==> config.mk <==
export PLATFORM = sky130hd
export DESIGN_NAME = cipher_mode_ctrl_flat
export DESIGN_NICKNAME = d
export VERILOG_FILES = /design/src/rtl/cipher_pkg.sv /design/src/rtl/cipher_mode_ctrl_if.sv /design/src/rtl/cipher_ctr_inc.sv /design/src/rtl/cipher_mode_ctrl.sv /design/src/flat_wrapper.sv
export SDC_FILE = /design/constraint.sdc
export NUM_CORES = 1
export LEC_CHECK = 0
export ABC_AREA = 1
export CELL_PAD_IN_SITES_DETAIL_PLACEMENT = 1
export CELL_PAD_IN_SITES_GLOBAL_PLACEMENT = 2
export CORE_ASPECT_RATIO = 0.8
export CORE_MARGIN = 5
export CORE_UTILIZATION = 25
export CTS_CLUSTER_SIZE = 25
export DETAILED_ROUTE_END_ITERATION = 6
export PLACE_DENSITY = 0.74
export SKIP_CTS_REPAIR_TIMING = 1
export SLEW_MARGIN = 40
export SYNTH_ARGS = -nofsm -noshare
export SYNTH_HDL_FRONTEND = slang
export SYNTH_SLANG_ARGS = --single-unit
==> constraint.sdc <==
create_clock -name clk_i -period 11.1 [get_ports clk_i]
set_clock_uncertainty 0.05 [all_clocks]
set_input_delay 2.22 -clock clk_i [delete_from_list [all_inputs] [get_ports clk_i]]
set_output_delay 2.22 -clock clk_i [all_outputs]
set_load 0.005 [all_outputs]
==> src/rtl/cipher_pkg.sv <==
// Shared types for the block-cipher mode controller: mode codes, FSM states
// and the decode that folds the reserved mode onto ECB.
package cipher_pkg;

  typedef enum logic [1:0] {
    MODE_ECB  = 2'b00,
    MODE_CBC  = 2'b01,
    MODE_CTR  = 2'b10,
    MODE_RSVD = 2'b11
  } cipher_mode_e;

  typedef enum logic [1:0] {
    IDLE = 2'b00,
    BUSY = 2'b01,
    HOLD = 2'b10
  } cipher_state_e;

  // The reserved encoding runs as plain ECB.
  function automatic cipher_mode_e eff_mode(input logic [1:0] mode);
    return (mode == MODE_RSVD) ? MODE_ECB : cipher_mode_e'(mode);
  endfunction

endpackage

==> src/rtl/cipher_mode_ctrl_if.sv <==
// Host stream (valid/ready both ways) plus pulse-valid cipher core port.
// The slave modport is the controller's view; master is the integration side.
interface cipher_mode_ctrl_if #(
  parameter int BLOCK_W = 64,
  parameter int KEY_W   = 64
) ();

  logic               start_i;
  logic [1:0]         mode_i;
  logic               dec_i;
  logic [KEY_W-1:0]   key_i;
  logic [BLOCK_W-1:0] iv_i;
  logic [BLOCK_W-1:0] data_i;
  logic               valid_i;
  logic               ready_o;
  logic [BLOCK_W-1:0] data_o;
  logic               valid_o;
  logic               ready_i;
  logic               core_mode_o;
  logic [KEY_W-1:0]   core_key_o;
  logic [BLOCK_W-1:0] core_data_o;
  logic               core_valid_o;
  logic [BLOCK_W-1:0] core_data_i;
  logic               core_valid_i;

  modport slave (
    input  start_i, mode_i, dec_i, key_i, iv_i, data_i, valid_i, ready_i,
    input  core_data_i, core_valid_i,
    output ready_o, data_o, valid_o,
    output core_mode_o, core_key_o, core_data_o, core_valid_o
  );

  modport master (
    output start_i, mode_i, dec_i, key_i, iv_i, data_i, valid_i, ready_i,
    output core_data_i, core_valid_i,
    input  ready_o, data_o, valid_o,
    input  core_mode_o, core_key_o, core_data_o, core_valid_o
  );

endinterface

==> src/rtl/cipher_ctr_inc.sv <==
// Counter-block incrementer: low CTR_W bits wrap modulo 2^CTR_W, the nonce
// bits above them pass through untouched.
module cipher_ctr_inc #(
  parameter int BLOCK_W = 64,
  parameter int CTR_W   = 32
) (
  input  logic [BLOCK_W-1:0] cur,
  output logic [BLOCK_W-1:0] nxt
);

  if (CTR_W >= BLOCK_W) begin : g_full
    assign nxt = cur + BLOCK_W'(1);
  end else begin : g_split
    assign nxt = {cur[BLOCK_W-1:CTR_W], cur[CTR_W-1:0] + CTR_W'(1)};
  end

endmodule

==> src/rtl/cipher_mode_ctrl.sv <==
// ECB/CBC/CTR mode controller around an external pulse-valid cipher core.
// One block in flight: accept -> core request -> hold result until taken.
module cipher_mode_ctrl
  import cipher_pkg::*;
#(
  parameter int BLOCK_W = 64,
  parameter int KEY_W   = 64,
  parameter int CTR_W   = 32
) (
  input  logic             clk_i,
  input  logic             reset_i,
  cipher_mode_ctrl_if.slave bus
);

  cipher_state_e      state_q, state_d;
  logic               ready_q, valid_q, core_valid_q;
  logic [BLOCK_W-1:0] data_out_q, core_data_q, data_q, chain_q;
  cipher_mode_e       mode_q;
  logic               dec_q;
  logic [KEY_W-1:0]   key_q;

  logic               accept, core_done;
  cipher_mode_e       sel_mode;
  logic               sel_dec;
  logic [BLOCK_W-1:0] sel_chain, core_in, result, chain_next, chain_inc;

  // ready_q is only ever high in IDLE, so it alone qualifies acceptance.
  assign accept    = bus.valid_i & ready_q;
  // A core pulse coinciding with our own request pulse is stale, not ours.
  assign core_done = (state_q == BUSY) & bus.core_valid_i & ~core_valid_q;

  cipher_ctr_inc #(.BLOCK_W(BLOCK_W), .CTR_W(CTR_W)) u_ctr_inc (
    .cur (chain_q),
    .nxt (chain_inc)
  );

  // NOTE: every always_comb output gets a default first, so no path can
  // leave a variable unassigned and infer a latch.
  always_comb begin
    sel_mode  = mode_q;
    sel_dec   = dec_q;
    sel_chain = chain_q;
    if (bus.start_i) begin
      sel_mode  = eff_mode(bus.mode_i);
      sel_dec   = bus.dec_i;
      sel_chain = bus.iv_i;
    end
    core_in = bus.data_i;
    case (sel_mode)
      MODE_CBC: if (!sel_dec) core_in = bus.data_i ^ sel_chain;
      MODE_CTR: core_in = sel_chain;
      default:  ;
    endcase
  end

  always_comb begin
    result     = bus.core_data_i;
    chain_next = chain_q;
    case (mode_q)
      MODE_CBC: begin
        if (dec_q) begin
          result     = bus.core_data_i ^ chain_q;
          chain_next = data_q;
        end else begin
          chain_next = bus.core_data_i;
        end
      end
      MODE_CTR: begin
        result     = bus.core_data_i ^ data_q;
        chain_next = chain_inc;
      end
      default: ;
    endcase
  end

  always_comb begin
    state_d = state_q;
    case (state_q)
      IDLE:    if (accept)      state_d = BUSY;
      BUSY:    if (core_done)   state_d = HOLD;
      HOLD:    if (bus.ready_i) state_d = IDLE;
      default:                  state_d = IDLE;
    endcase
  end

  // NOTE: sequential state uses non-blocking assignments so every register
  // samples pre-edge values regardless of process ordering.
  always_ff @(posedge clk_i or posedge reset_i) begin
    if (reset_i) state_q <= IDLE;
    else         state_q <= state_d;
  end

  always_ff @(posedge clk_i or posedge reset_i) begin
    if (reset_i) begin
      ready_q      <= 1'b0;
      valid_q      <= 1'b0;
      core_valid_q <= 1'b0;
      data_out_q   <= '0;
      core_data_q  <= '0;
      data_q       <= '0;
      chain_q      <= '0;
      mode_q       <= MODE_ECB;
      dec_q        <= 1'b0;
      key_q        <= '0;
    end else begin
      ready_q      <= (state_d == IDLE);
      core_valid_q <= accept;
      if (accept) begin
        data_q      <= bus.data_i;
        core_data_q <= core_in;
        chain_q     <= sel_chain;
        if (bus.start_i) begin
          mode_q <= sel_mode;
          dec_q  <= sel_dec;
          key_q  <= bus.key_i;
        end
      end
      if (core_done) begin
        data_out_q <= result;
        valid_q    <= 1'b1;
        chain_q    <= chain_next;
      end else if ((state_q == HOLD) && bus.ready_i) begin
        valid_q <= 1'b0;
      end
    end
  end

  assign bus.ready_o      = ready_q;
  assign bus.valid_o      = valid_q;
  assign bus.data_o       = data_out_q;
  assign bus.core_valid_o = core_valid_q;
  assign bus.core_data_o  = core_data_q;
  assign bus.core_key_o   = key_q;
  assign bus.core_mode_o  = (mode_q == MODE_CTR) ? 1'b0 : dec_q;

endmodule

==> src/flat_wrapper.sv <==
// flat-port wrapper written by rule: the top's interface ports become plain ports
module cipher_mode_ctrl_flat import cipher_pkg::*;
#(
  parameter int BLOCK_W = 64,
  parameter int KEY_W   = 64,
  parameter int CTR_W   = 32
)
  (clk_i, reset_i, bus_start_i, bus_mode_i, bus_dec_i, bus_key_i, bus_iv_i, bus_data_i, bus_valid_i, bus_ready_i, bus_core_data_i, bus_core_valid_i, bus_ready_o, bus_data_o, bus_valid_o, bus_core_mode_o, bus_core_key_o, bus_core_data_o, bus_core_valid_o);
  cipher_mode_ctrl_if #(.BLOCK_W(BLOCK_W), .KEY_W(KEY_W)) bus_i ();
  input  logic clk_i;
  input  logic reset_i;
  input wire logic [$bits(bus_i.start_i)-1:0] bus_start_i;
  input wire logic [$bits(bus_i.mode_i)-1:0] bus_mode_i;
  input wire logic [$bits(bus_i.dec_i)-1:0] bus_dec_i;
  input wire logic [$bits(bus_i.key_i)-1:0] bus_key_i;
  input wire logic [$bits(bus_i.iv_i)-1:0] bus_iv_i;
  input wire logic [$bits(bus_i.data_i)-1:0] bus_data_i;
  input wire logic [$bits(bus_i.valid_i)-1:0] bus_valid_i;
  input wire logic [$bits(bus_i.ready_i)-1:0] bus_ready_i;
  input wire logic [$bits(bus_i.core_data_i)-1:0] bus_core_data_i;
  input wire logic [$bits(bus_i.core_valid_i)-1:0] bus_core_valid_i;
  output wire logic [$bits(bus_i.ready_o)-1:0] bus_ready_o;
  output wire logic [$bits(bus_i.data_o)-1:0] bus_data_o;
  output wire logic [$bits(bus_i.valid_o)-1:0] bus_valid_o;
  output wire logic [$bits(bus_i.core_mode_o)-1:0] bus_core_mode_o;
  output wire logic [$bits(bus_i.core_key_o)-1:0] bus_core_key_o;
  output wire logic [$bits(bus_i.core_data_o)-1:0] bus_core_data_o;
  output wire logic [$bits(bus_i.core_valid_o)-1:0] bus_core_valid_o;
  assign bus_i.start_i = bus_start_i;
  assign bus_i.mode_i = bus_mode_i;
  assign bus_i.dec_i = bus_dec_i;
  assign bus_i.key_i = bus_key_i;
  assign bus_i.iv_i = bus_iv_i;
  assign bus_i.data_i = bus_data_i;
  assign bus_i.valid_i = bus_valid_i;
  assign bus_i.ready_i = bus_ready_i;
  assign bus_i.core_data_i = bus_core_data_i;
  assign bus_i.core_valid_i = bus_core_valid_i;
  assign bus_ready_o = bus_i.ready_o;
  assign bus_data_o = bus_i.data_o;
  assign bus_valid_o = bus_i.valid_o;
  assign bus_core_mode_o = bus_i.core_mode_o;
  assign bus_core_key_o = bus_i.core_key_o;
  assign bus_core_data_o = bus_i.core_data_o;
  assign bus_core_valid_o = bus_i.core_valid_o;
  cipher_mode_ctrl #(.BLOCK_W(BLOCK_W), .KEY_W(KEY_W), .CTR_W(CTR_W)) u_core (.clk_i(clk_i), .reset_i(reset_i), .bus(bus_i));
endmodule
==> flow_summary.ini, run 1 <==
[power]
power_mw = 6.88
vdd_drop_max_mv = 0.121
powerDensity_nw_per_um2 = 259
internal-power_mw = 3.92
seqPwrFrac = 0.335
sw_frac_of_total = 0.430
pwr-share-comb = 0.445
pwr-share-clk = 0.219
switchingPower_mw = 2.96
p_leak_nw = 11.2

[drt]
viasPerCell = 5.02
first_pass_iters = 5
drtIter0Drc = 1392
wl_met1_um = 43500
wl_per_cell_um = 22.6
ant_nets = 0
highest_layer = met5
wl_met3_um = 6310
vias = 21100
drc = 0
wl_met2_um = 43200
routed_wl_um = 94900

[die]
dieArea_um2 = 83800
die_y_um = 260
start_util = 0.253
core.rowCount = 91
ioPinCount = 461
die_x_um = 322
coreArea_um2 = 77200

[status]
status = completed

[worst_hold_path]
min_from = u_core.bus.core_key_o[51]
min_to = u_core.bus.core_key_o[51]
min_path_cells = 2
worstHoldPathType = reg2reg

[timing]
hold_violations = 0
relSlewSlack = 0.462
tightest_slew_ns = 0.808
rsz0062_at_grt = false
finalSetupViolCount = 0
fin_crit_sh = 0.453
drv_slew = 0
finalCriticalPeriod_ns = 5.03
worst_slack_ns = 6.07
finalSetupTns_ns = 0
fmax_mhz = 199

[clock_network]
cts.sinks = 328
cts_max_level = 2
cts_root_buf = clkbuf_16
cts_tree = built
numCtsBuffers = 44
clkTransAtPathRegs_ns = 0.06
cts_buffer_depth = 3
clock_latency_ns = 0.60

[place]
place_congestion = 0.811
dp_slack_ns = 4.93
dpl.hpwl_um = 64300
port_buffers = 460

[worst_setup_path]
cp-start-kind = primary input
worst_setup_path_end_kind = flop
regToRegStartpoint = u_core.bus.core_valid_o
startpoint = bus_core_valid_i
reg2reg_depth = 8
worstPathRequired_ns = 11.51
reg2reg_to = u_core.chain_q[63]
r2r_setup_slack_ns = 7.79
critPathArrivalTime_ns = 5.43
critPathKind = in2reg
cp_max_fo = 68

[global_routing]
grt_pass1_vias = 22600
grt_usage = 0.219
grt_pass1_wl_um = 142000
grt_overflow = 0
antenna_found_initial = 27
grt_max_degree = 82

[yosys]
synth_fp_nets = 3059
netlist_top_cells_count = nand2_1 (1,006), dfrtp_1 (328), nor2_1 (246)
synth_seq_cells = 328
syn_area_per_cell_um2 = 7.00
synth_edf_count = 0
post-synth-top-area-cell = dfrtp_1
yosys-top-cells-area = dfrtp_1 (42%), nand2_1 (19%), o21ai_0 (5.9%)
syn-cell-area_um2 = 19500
yosys_warnings = 0
synth_most_common_cell = nand2_1
yosysUniqueCellTypes = 35
synth_top_area_frac = 0.421
synthCells = 2789
ys_seq_area_frac = 0.421
async_reset_ff_frac = 1.00
synth_ff_type = dfrtp_1

[finish]
drive_gt1_frac = 0.0414
synthToLayoutAreaGrowth_pct = 35.9
layout.nets = 3399

[flow_run]
drv_cap = 0
-- cell type report --
type	count	area, um2
Multi-Input combinational cell	2101	9920
Sequential cell	328	8210
Clock buffer	70	1350
Tap cell	1023	1280
Fill cell	9379	50700
Antenna cell	16	40.0
Timing Repair Buffer	493	4950
Clock inverter	11	148
Inverter	161	626
-- per-layer routing --
layer  vias to the layer above  GRT usage
met5                         -          0
met2                       520      0.350
li1                       9933          -
met3                       111     0.0589
met4                        20     0.0579
met1                     10500      0.294
-- power groups by stage --
stage / logic, mW / clock network [mW] / registers [mW]
floorplan: 1.56 / 0 / 2.16
global placement: 3.00 / 0 / 2.28
detailed placement: 3.08 / 0 / 2.31
CTS: 3.10 / 1.55 / 2.30
global route: 3.38 / 1.60 / 2.39
finish: 3.06 / 1.51 / 2.31
-- cell families (layout without fill, tap and decap cells) --
kind of cell | count (synthesis) | after routing | share of synthesized area
buffers and inverters | 360 | 735 | 0.0747
other | 0 | 16 | 0
AOI/OAI and AO/OA | 682 | 682 | 0.209
adders and majority gates | 5 | 5 | 0.00321
DFF | 328 | 328 | 0.421
muxes | 32 | 32 | 0.0164
and+or+nand+nor | 1382 | 1382 | 0.276
-- worst max-delay path, stage by stage --
cell             delay [ns]
clkdlybuf4s50_1        0.46
inv_1                  0.04
nor2_2                 0.12
nand3_4                0.07
buf_6                  0.28
inv_4                  0.44
nand2_4                0.39
o21ai_4                0.69
buf_4                  0.50
o21ai_0                0.16
-- sequential cells by signal, summed over array words and instances (netlist names), 2 cells and up --
name / flops
u_core.bus.core_data_o: 64
u_core.bus.core_key_o: 64
u_core.bus.data_o: 64
u_core.chain_q: 64
u_core.data_q: 64
u_core.mode_q: 2
u_core.state_q: 2
-- worst max path at each step --
| stage | end | cells after the start | slack [ns] |
|---|---|---|---|
| floorplan | u_core.bus.core_data_o[0] | 1 | 4.45 |
| global placement | u_core.chain_q[5] | 8 | 4.90 |
| detailed placement | u_core.chain_q[50] | 10 | 4.93 |
| CTS | u_core.chain_q[5] | 8 | 5.55 |
| global route | u_core.chain_q[52] | 11 | 5.84 |
| finish | u_core.chain_q[63] | 10 | 6.07 |
-- layout by cell type, fill, tap and decap left out, types with 12 or more instances in the layout --
cell type,n
diode_2,16
nand3_1,118
nor2_1,246
clkbuf_8,12
clkbuf_1,13
o21ai_0,231
clkbuf_16,46
a21oi_1,213
clkdlybuf4s50_1,459
buf_4,17
dfrtp_1,327
mux2i_1,32
o211ai_1,132
nand2_1,1004
inv_1,148
o21a_1,25
o221ai_1,62
buf_6,12
-- through the flow --
| stage | hold slack [ns] | area (um2) | cells | util |
|---|---|---|---|---|
| after floorplan | 0.403 | 19500 | 2789 | - |
| after global placement | 0.402 | 24800 | 4102 | 0.322 |
| after detailed placement | 0.408 | 24900 | 4105 | 0.323 |
| after CTS | 0.423 | 26400 | 4186 | 0.343 |
| after global routing | 0.444 | 26500 | 4199 | 0.343 |
| final | 0.421 | 26500 | 4203 | 0.344 |
Note: power is estimated with default switching activity, not from simulation.
==> run 2: changes to the inputs <==
==> constraint.sdc (replaced) <==
create_clock -name clk_i -period 4.4 [get_ports clk_i]
set_clock_uncertainty 0.05 [all_clocks]
set_input_delay 0.88 -clock clk_i [delete_from_list [all_inputs] [get_ports clk_i]]
set_output_delay 0.88 -clock clk_i [all_outputs]
set_load 0.005 [all_outputs]
==> flow_summary.ini, run 2 (synthesis gave the netlist of run 1 again) <==
[status]
status = completed

[worst_setup_path]
critPathArrivalTime_ns = 2.40
critPathBufInv = 3
reg2reg_to = u_core.bus.data_o[27]
cp_top_family = buffers and inverters
startpoint = u_core.mode_q[0]
worstPathRequired_ns = 3.47
regToRegStartpoint = u_core.mode_q[0]
r2r_setup_slack_ns = 1.48
cp_slowest_cell = clkdlybuf4s50_1
reg2reg_depth = 8
cp-start-kind = flop
worst_setup_path_end_kind = output port
crit_path_max_incr_delay_ns = 0.45
path_cells = inv_1 -> ha_4 -> nor2_1 -> buf_4 -> clkdlybuf4s50_1
cp_max_fo = 30
critPathKind = reg2out

[timing]
relSlewSlack = 0.443
tightest_slew_ns = 0.836
finalCriticalPeriod_ns = 3.33
fmax_mhz = 300
worst_slack_ns = 1.07
hold_violations = 0
finalSetupViolCount = 0
rsz0062_at_grt = false
finalSetupTns_ns = 0
drv_slew = 0
fin_crit_sh = 0.757

[drt]
routed_wl_um = 96000
first_pass_iters = 5
viasPerCell = 5.09
vias = 21400
wl_per_cell_um = 22.9
drc = 0
drtIter0Drc = 1369
ant_nets = 0

[power]
vdd_drop_max_mv = 0.432
power_mw = 17.3
seqPwrFrac = 0.333
pwr-share-clk = 0.211
sw_frac_of_total = 0.434
internal-power_mw = 9.78
powerDensity_nw_per_um2 = 651
p_leak_nw = 11.3
switchingPower_mw = 7.51
pwr-share-comb = 0.456

[die]
core.rowCount = 91
die_x_um = 322
die_y_um = 260
ioPinCount = 461
coreArea_um2 = 77200
dieArea_um2 = 83800
start_util = 0.253

[finish]
n_fill_cell = 9412
finish.instance_area_um2 = 26600
synthToLayoutAreaGrowth_pct = 36.1
drive_gt1_frac = 0.0448
mostFrequentLayoutCell = nand2_1
final_cell_mix = nand2_1 (1,004), clkdlybuf4s50_1 (459), dfrtp_1 (327)
layout.nets = 3411
register_area_um2 = 8210
stdcell_count = 4199
multi_input_area_um2 = 9900

[clock_network]
cts_tree = built
cts.sinks = 328
cts_root_buf = clkbuf_16
cts_buffer_depth = 3
numCtsBuffers = 43
cts_max_level = 2
clkTransAtPathRegs_ns = 0.06
clock_latency_ns = 0.60

[place]
dpl.cell_count = 4117
dpl_cell_area_um2 = 25100
dp_slack_ns = 0.757
dpl.hpwl_um = 65000
place_congestion = 0.814
port_buffers = 460

[worst_hold_path]
min_path_cells = 2
min_from = u_core.bus.core_key_o[10]
min_to = u_core.bus.core_key_o[10]
worstHoldPathType = reg2reg

[global_routing]
grt_pass1_vias = 22800
grt_usage = 0.221
grt_max_degree = 130
antenna_found_initial = 16
grt_overflow = 0
grt_pass1_wl_um = 144000

[flow_run]
drv_cap = 0
## run 2: cell count changes in the layout (fill, tap and decap cells not counted), sizes merged
cell and change:
buf +13, diode -10, clkbuf -9, clkinv +4, bufinv -1, clkinvlp -1
## run 2: layout make-up
class	count	share of cell area
Timing Repair Buffer	506	0.193
Sequential cell	328	0.309
Multi-Input combinational cell	2101	0.373
Antenna cell	6	0.000565
Inverter	161	0.0234
Clock buffer	61	0.0472
Clock inverter	13	0.00574
Tap cell	1023	0.0482
## run 2: worst max path at each step
| stage | to | slack [ns] | cells past startpoint |
|---|---|---|---|
| 3_5_place_dp | u_core.bus.core_data_o[35] | 0.76 | 12 |
| 4_1_cts | bus_core_mode_o | 1.04 | 5 |
| 6_report | bus_core_mode_o | 1.07 | 5 |
| 3_3_place_gp | u_core.bus.core_data_o[63] | 0.87 | 11 |
| 2_1_floorplan | u_core.bus.core_data_o[0] | -0.91 | 1 |
| 5_1_grt | bus_core_mode_o | 0.98 | 5 |
## run 2: power groups by stage
| stage | clock network (mW) | logic [mW] | registers (mW) |
|---|---|---|---|
| floorplan | 0 | 3.93 | 5.45 |
| global placement | 0 | 7.75 | 5.70 |
| detailed placement | 0 | 7.96 | 5.77 |
| CTS | 3.77 | 8.00 | 5.74 |
| global route | 3.89 | 8.69 | 5.95 |
| finish | 3.65 | 7.89 | 5.75 |
## run 2: through the flow
| step | hold slack (ns) | util |
|---|---|---|
| 3_5_place_dp | 0.409 | 0.325 |
| 3_3_place_gp | 0.403 | 0.325 |
| 5_1_grt | 0.445 | 0.344 |
| 4_1_cts | 0.424 | 0.343 |
| 2_1_floorplan | 0.403 | - |
| 6_report | 0.422 | 0.344 |
## run 2: per-layer routing
| metal | vias up | wire (um) | track usage |
|---|---|---|---|
| met2 | 576 | 43000 | 0.347 |
| met5 | - | 87 | 0 |
| met3 | 145 | 6670 | 0.0538 |
| met1 | 10700 | 43800 | 0.303 |
| met4 | 14 | 2480 | 0.0648 |
| li1 | 9928 | - | - |
## run 2: worst min-delay path, cell delays in order, from the launching register on
cell     delay [ns]
dfrtp_1        0.34
nand2_1        0.05
nand2_1        0.05
